==> src/rtl/sbus_channel_decoder.sv <==
// SBUS frame unpacker: validates a captured 25-byte frame, streams its 16 channels one
// per cycle, commits an atomic channel/flag bank, and watches for loss of good frames.
module sbus_channel_decoder #(
  parameter int CLK_HZ     = 50000000,
  parameter int TIMEOUT_MS = 100
) (
  input  logic           clk,
  input  logic           resetn,
  input  logic [199:0]   sbus_frame,
  input  logic           sbus_frame_valid,
  output logic           ch_valid,
  output logic [3:0]     ch_idx,
  output logic [10:0]    ch_data,
  output logic [175:0]   channels,
  output logic           ch17,
  output logic           ch18,
  output logic           frame_lost,
  output logic           failsafe,
  output logic           frame_done,
  output logic           frame_err,
  output logic           overrun,
  output logic [7:0]     err_count,
  output logic           link_lost
);

  localparam int NUM_CH = 16;
  localparam int CH_W   = 11;
  localparam int NUM_PB = 22;
  localparam int LIMIT  = CLK_HZ / 1000 * TIMEOUT_MS;
  localparam int WD_W   = $clog2(LIMIT) + 1;

  typedef enum logic [1:0] {IDLE, CHECK, UNPACK, COMMIT} state_t;

  state_t                         r_state;
  logic [199:0]                   r_frame;
  logic [3:0]                     r_idx;
  logic [WD_W-1:0]                r_wd;
  logic [NUM_CH*CH_W-1:0]         w_payload;
  logic [NUM_CH-1:0][CH_W-1:0]    w_ch;
  logic [7:0]                     w_flags;
  logic                           w_hdr_ok;
  logic                           w_commit;
  logic                           w_unused_flags;

  // Payload byte k+1 lands in P[8k+7:8k]; bit 0 of each byte is the first wire bit.
  for (genvar k = 0; k < NUM_PB; k++) begin : g_pbyte
    assign w_payload[8*k +: 8] = r_frame[199-8*(k+1) -: 8];
  end

  assign w_ch           = w_payload;
  assign w_flags        = r_frame[15:8];
  assign w_unused_flags = ^w_flags[7:4];
  assign w_hdr_ok       = (r_frame[199:192] == 8'h0F) && (r_frame[7:0] == 8'h00);
  assign w_commit       = (r_state == COMMIT);

  always_ff @(posedge clk or negedge resetn) begin
    if (!resetn) begin
      r_state    <= IDLE;
      r_frame    <= '0;
      r_idx      <= '0;
      ch_valid   <= 1'b0;
      ch_idx     <= '0;
      ch_data    <= '0;
      channels   <= '0;
      ch17       <= 1'b0;
      ch18       <= 1'b0;
      frame_lost <= 1'b0;
      failsafe   <= 1'b0;
      frame_done <= 1'b0;
      frame_err  <= 1'b0;
      overrun    <= 1'b0;
      err_count  <= '0;
    end else begin
      ch_valid   <= 1'b0;
      frame_done <= 1'b0;
      frame_err  <= 1'b0;
      overrun    <= sbus_frame_valid && (r_state != IDLE);
      case (r_state)
        IDLE: begin
          if (sbus_frame_valid) begin
            r_frame <= sbus_frame;
            r_state <= CHECK;
          end
        end
        CHECK: begin
          // Channel 0 is emitted here so the stream starts the cycle after CHECK.
          if (w_hdr_ok) begin
            ch_valid <= 1'b1;
            ch_idx   <= 4'd0;
            ch_data  <= w_ch[0];
            r_idx    <= 4'd1;
            r_state  <= UNPACK;
          end else begin
            frame_err <= 1'b1;
            if (err_count != 8'hFF) err_count <= err_count + 8'd1;
            r_state <= IDLE;
          end
        end
        UNPACK: begin
          ch_valid <= 1'b1;
          ch_idx   <= r_idx;
          ch_data  <= w_ch[r_idx];
          r_idx    <= r_idx + 4'd1;
          if (r_idx == 4'd15) r_state <= COMMIT;
        end
        COMMIT: begin
          channels   <= w_payload;
          ch17       <= w_flags[0];
          ch18       <= w_flags[1];
          frame_lost <= w_flags[2];
          failsafe   <= w_flags[3];
          frame_done <= 1'b1;
          r_idx      <= 4'd0;
          r_state    <= IDLE;
        end
        default: r_state <= IDLE;
      endcase
    end
  end

  // Commit has priority over the limit so a good frame always clears the flag.
  always_ff @(posedge clk or negedge resetn) begin
    if (!resetn) begin
      r_wd      <= '0;
      link_lost <= 1'b1;
    end else if (w_commit) begin
      r_wd      <= '0;
      link_lost <= 1'b0;
    end else if (r_wd < WD_W'(LIMIT)) begin
      r_wd <= r_wd + WD_W'(1);
      if (r_wd == WD_W'(LIMIT - 1)) link_lost <= 1'b1;
    end else begin
      link_lost <= 1'b1;
    end
  end

endmodule

==> config.mk <==
export PLATFORM = sky130hd
export DESIGN_NAME = sbus_channel_decoder
export DESIGN_NICKNAME = d
export VERILOG_FILES = /design/src/rtl/sbus_channel_decoder.sv
export SDC_FILE = /design/constraint.sdc
export NUM_CORES = 1
export LEC_CHECK = 0
export ABC_AREA = 1
export BUFFER_PORTS_ARGS = -buffer_cell sky130_fd_sc_hd__buf_2
export CORE_MARGIN = 3
export CORE_UTILIZATION = 55
export DETAILED_ROUTE_END_ITERATION = 12
export HOLD_SLACK_MARGIN = 0.1
export PLACE_DENSITY = 0.81
export SETUP_SLACK_MARGIN = 0.3
export SYNTH_ARGS = -nofsm -noshare
export SYNTH_HDL_FRONTEND = slang
export SYNTH_SLANG_ARGS = --single-unit
==> constraint.sdc <==
create_clock -name clk -period 2.2 [get_ports clk]
set_input_delay 0.33 -clock clk [delete_from_list [all_inputs] [get_ports clk]]
set_output_delay 0.33 -clock clk [all_outputs]
set_load 0.02 [all_outputs]
Yosys cells after proc, flatten, opt, wreduce, memory -nomap -nowiden

Cells that the tools add are included.

Equal/unequal tests: 11
Add/subtract/negate cells: 3
Muxes and demuxes: 22
Reduce and logical (&&, ||, !) cells: 13
$lt $le $gt $ge: 2
Bitwise operators: 1

Operators by type and width:

| operator                                                                        | number |
|---|---|
| 24-bit two-way mux                                                              | 2 |
| 11-bit binary-select mux with 4-bit select                                      | 1 |
| 24-bit by 1-bit adder with 24-bit output (second input constant)                | 1 |
| 24-bit by 23-bit equality test with 1-bit output (second input constant)        | 1 |
| 24-bit by 23-bit less-than comparator with 1-bit output (second input constant) | 1 |
| 11-bit two-way mux                                                              | 2 |
| 11-bit one-hot mux with 2 select lines                                          | 1 |
| 4-bit one-hot mux with 3 select lines                                           | 1 |
| 8-bit by 1-bit adder with 8-bit output (second input constant)                  | 1 |
| 8-bit by 4-bit equality test with 1-bit output (second input constant)          | 1 |
| 8-bit logical NOT                                                               | 1 |
| 4-bit two-way mux                                                               | 2 |
| 8-bit inequality test (second input constant)                                   | 1 |
| 2-bit one-hot mux with 4 select lines                                           | 1 |
| 4-bit one-hot mux with 2 select lines                                           | 1 |
| 2-bit AND reduction                                                             | 4 |
| 1-bit two-way mux                                                               | 7 |
| 2-bit two-way mux                                                               | 3 |
| 2-bit inequality test (second input constant)                                   | 3 |
| 2-bit nonzero test                                                              | 3 |
| 4-bit by 5-bit less-than comparator with 1-bit output (second input constant)   | 1 |
| 4-bit by 1-bit adder with 4-bit output (second input constant)                  | 1 |
| 2-bit equality test (second input constant)                                     | 2 |
| 4-bit equality test (second input constant)                                     | 1 |
| other kinds (8)                                                                 | 9 |

Output and inout port bits: 208
Input bits: 203
Word-level logic and storage cells: 69
Flip-flop bits (word level): 438

Longest topological paths before layout

Depth after elaboration: 4
Gate-level depth with buffers: 11
Mapped depth without buffers: 10

Least setup slack after synthesis

No wires, ideal clock.

Path type: reg2reg
From: register r_state[0]
To: register r_frame[192]
Slack: 560 ps
Data arrival time: 1515 ps
Data required time: 2075 ps
Stages on the path, launching flop included: 7
Path buffers: 2
Clock period less this slack: 1640 ps
Library setup time: 125 ps
Path through: dfrtp_1 > inv_1 > ha_1 > nand2_1 > buf_2 > buf_2 > mux2_2

Longest elaborated chain between the ends: 2

Ends and longest elaborated chain:

| what                                 | RTL line | RTL |
|---|---|---|
| start, declared                      | 34       | `state_t r_state;` |
| start signal, assigned               | 58       | `r_state <= IDLE;` |
| start signal, assigned               | 82       | `r_state <= CHECK;` |
| start signal, assigned               | 92       | `r_state <= UNPACK;` |
| 2-bit logical NOT                    | 78       | `case (r_state)` |
| 2-bit AND reduction (no source line) | --       |  |
| end signal, assigned                 | 81       | `r_frame <= sbus_frame;` |
| end, declared                        | 35       | `logic [199:0] r_frame;` |

Every way passes these cells.
A chain may end at the register's enable or synchronous reset.

==> results.py <==
metrics = {
    "run_status": {
        "status": "completed",
    },
    "final_layout": {
        "num-nets-final": 2967,
        "fin_cells": 3241,
        "syn2layout_area_growth_pct": 34.92,
        "finalInstanceArea_um2": 25410,
        "drive_gt1_share_pct": 23.00,
        "fillers": 2128,
    },
    "synthesis": {
        "synth_top_area_share_pct": 57.52,
        "avgSynthCellArea_um2": 8.697,
        "synth_edf_count": 0,
        "netlist_area_um2": 18840,
        "synth_seq_area_share_pct": 57.66,
        "synth_nets": 2376,
        "synthAdderAreaFrac_pct": 0.4650,
        "yosysMostFrequentCell": "nand2_1",
        "synth_compound_area_share_pct": 9.133,
        "synth_top_area_cell": "dfrtp_1",
        "synth-simple-area-share_pct": 21.92,
        "synth_commonest_cells": "599 x nand2_1, 433 x dfrtp_1, 224 x nor2_1",
        "ys_seq_elements": 434,
        "synth_mux_area_share_pct": 3.647,
        "yosysUniqueCellTypes": 34,
        "syn_inst": 2166,
        "synth_top_family_by_area": "simple AND/OR/NAND/NOR gates",
        "synthFlopType": "dfrtp_1",
        "synth-xor-area-share_pct": 0.8834,
        "ys_async_sr_fraction_pct": 100.0,
        "ys_warn_count": 0,
        "yosys-top-cells-area": "dfrtp_1 58%, nand2_1 12%, nor2_1 4.5%",
    },
    "pwr": {
        "p_leak_nw": 13.31,
        "clkPwrFrac_pct": 32.6,
        "p_comb_share_pct": 24.8,
        "power-per-cell-area_nw_per_um2": 1014,
        "p_sw_share_pct": 32.42,
        "vdd_drop_max_uv": 755.4,
        "pwr-share-seq_pct": 42.6,
        "p_int_mw": 17.41,
        "power_switching_mw": 8.352,
    },
    "flow_run": {
        "drv_cap": 0,
    },
    "sta": {
        "fin_setup_tns_ns": 0,
        "tightest_slew_ns": 0.5775,
        "maxSlewHeadroom_pct": 61.50,
        "maxSlewViolCount": 0,
        "post-route-period-util_pct": 81.73,
        "fmax_mhz": 556.2,
        "final.min_clock_period_ns": 1.798,
        "hold_viol_final": 0,
        "clock-skew-final_ns": 0.01660,
        "rsz0062_at_grt": "true",
        "setup_viol": 0,
    },
    "floorplan": {
        "core_area_um2": 33620,
        "rows": 67,
        "die-area_um2": 36510,
        "die_h_um": 191.1,
        "ios": 411,
        "die_w_um": 191.1,
        "start_util_pct": 56.04,
    },
    "setup_path": {
        "cp_max_fo": 50,
        "arrival_ns": 2.22,
        "start_kind": "register",
        "cp-end-kind": "register",
        "crit_type": "register to register",
        "cp.required_ns": 2.62,
    },
    "clocking": {
        "cts_sinks": 434,
        "clk_latency_ns": 0.55,
        "cts_buffers": 45,
        "cts_max_level": 2,
        "clockRootBuffer": "clkbuf_16",
        "clkTransAtPathRegs_ns": 0.06,
        "clockBufferDepth": 3,
        "tritoncts": "built",
    },
    "global_route": {
        "grt_remaining_overflow": 0,
        "grt_pass1_wl_mm": 103.9,
        "antenna_found_initial": 2,
        "grt_pass1_vias": 18820,
        "globalRouteTotalUtil_pct": 36.76,
        "grt_max_degree": 70,
    },
    "place": {
        "place_area_um2": 21620,
        "gp_congestion": 0.8676,
        "io_buffers": 406,
        "dp_cells": 2954,
        "dp_hpwl_mm": 40.91,
    },
    "routing": {
        "vias": 18570,
        "avgViaCountPerCell": 5.730,
        "finalWirelength_mm": 68.29,
        "drtIter0Drc": 1733,
        "wl_met3_mm": 6.070,
        "routedWlPerCell_um": 21.07,
        "met1_length_mm": 24.09,
        "met2_length_mm": 32.98,
        "drt.antenna.violating_nets": 0,
        "drc": 0,
        "first_pass_iters": 6,
        "top_layer": "met4",
    },
    "min_path": {
        "hp-class": "input pin to async pin",
    },
}
## logic make-up after synthesis
kind of cell    after synthesis
buf+inv                     295
xor+xnor                     19
mux                          61
fa+ha+maj                     7
flops                       434
compound gates              334
simple gates               1016
## per-stage QoR
step / power (mW) / setup WS, ns / hold WS (ns) / util, %
after floorplan: 14.38 / 0.5600 / 0.03441 / -
after global placement: 16.24 / 0.3702 / 0.3282 / 64.31
after detailed placement: 16.57 / 0.2541 / 0.3275 / 64.31
after CTS: 25.15 / 0.3042 / 0.3547 / 75.08
after global routing: 26.90 / 0.1997 / 0.3699 / 75.60
final: 25.76 / 0.4019 / 0.3431 / 75.60
## worst max-delay path, stage by stage (launching register included)
cell,delay [ns]
dfrtp_1,0.43
ha_4,0.36
inv_8,0.19
buf_12,0.27
o21ai_0,0.33
## cell type report
class                   instances  area [µm²]  share of cell area [%]
diodes                          2       5.005                 0.01969
clock buffers                  60        1325                   5.214
clock inverters                21       301.5                   1.186
inverters                     171       658.1                   2.590
multi-input cells            1438        6874                   27.05
flip-flops and latches        434       10870                   42.76
well taps                     448       560.5                   2.206
repair buffers                667        4822                   18.97
## metal layers
layer  global-route usage (%)  vias up
met5                        0        -
met4                    23.12        0
met2                    61.03     1297
met3                    7.207      346
met1                    44.22     8830
li1                         -     8097
## timing repair
| action | in CTS | in global routing |
|---|---|---|
| cloned | 0 | 3 |
| resized for setup | 2 | 22 |
| setup endpoints to repair | 13 | 194 |
| buffers inserted | 0 | 3 |
| pin swaps | 0 | 3 |
| endpoints found under the hold margin | 246 | 0 |
| hold buffers | 198 | 0 |
## registers in the layout, summed over array words and instances (netlist names), named ones only
register / flops
r_state: 1
overrun: 1
frame_done: 1
r_frame: 196
frame_lost: 1
channels: 176
ch_idx: 4
r_wd: 24
frame_err: 1
ch18: 1
failsafe: 1
link_lost: 1
r_idx: 4
ch_data: 11
ch17: 1
ch_valid: 1
err_count: 8
## path summary, 6_finish.rpt
| path | from | to | slack (ns) | cells past startpoint |
|---|---|---|---|---|
| hold / removal | resetn | channels[101] | 0.34 | 2 |
| hold reg to reg | channels[21] | channels[21] | 0.47 | 2 |
| max in group asynchronous | resetn | err_count[5] | 1.04 | 3 |
| setup / recovery | register | channels[80] | 0.40 | 4 |
| min in group clk | channels[21] | channels[21] | 0.47 | 2 |
| setup reg to reg | register | channels[80] | 0.40 | 4 |
## power by group through the flow
stage / registers (mW) / clock network, mW / logic, mW
after floorplan: 10.7 / 0 / 3.65
after global placement: 10.8 / 0 / 5.40
after detailed placement: 11.0 / 0 / 5.62
after CTS: 10.8 / 8.35 / 5.98
after global routing: 11.1 / 8.80 / 6.98
final: 11.0 / 8.39 / 6.39
## placed cells by master, fill, tap and decap left out, types with 11 or more instances in the layout
| master | Yosys | routed |
|---|---|---|
| a21oi_1 | 150 | 148 |
| buf_12 | 0 | 21 |
| buf_2 | 50 | 405 |
| buf_4 | 2 | 38 |
| clkbuf_16 | 0 | 49 |
| dfrtp_1 | 433 | 430 |
| dlygate4sd3_1 | 0 | 198 |
| inv_1 | 166 | 164 |
| mux2_2 | 61 | 61 |
| nand2_1 | 599 | 597 |
| nand3_1 | 158 | 158 |
| nand4_1 | 11 | 11 |
| nor2_1 | 224 | 221 |
| o211ai_1 | 16 | 16 |
| o21ai_0 | 163 | 162 |
(Power assumes the default switching activity.)
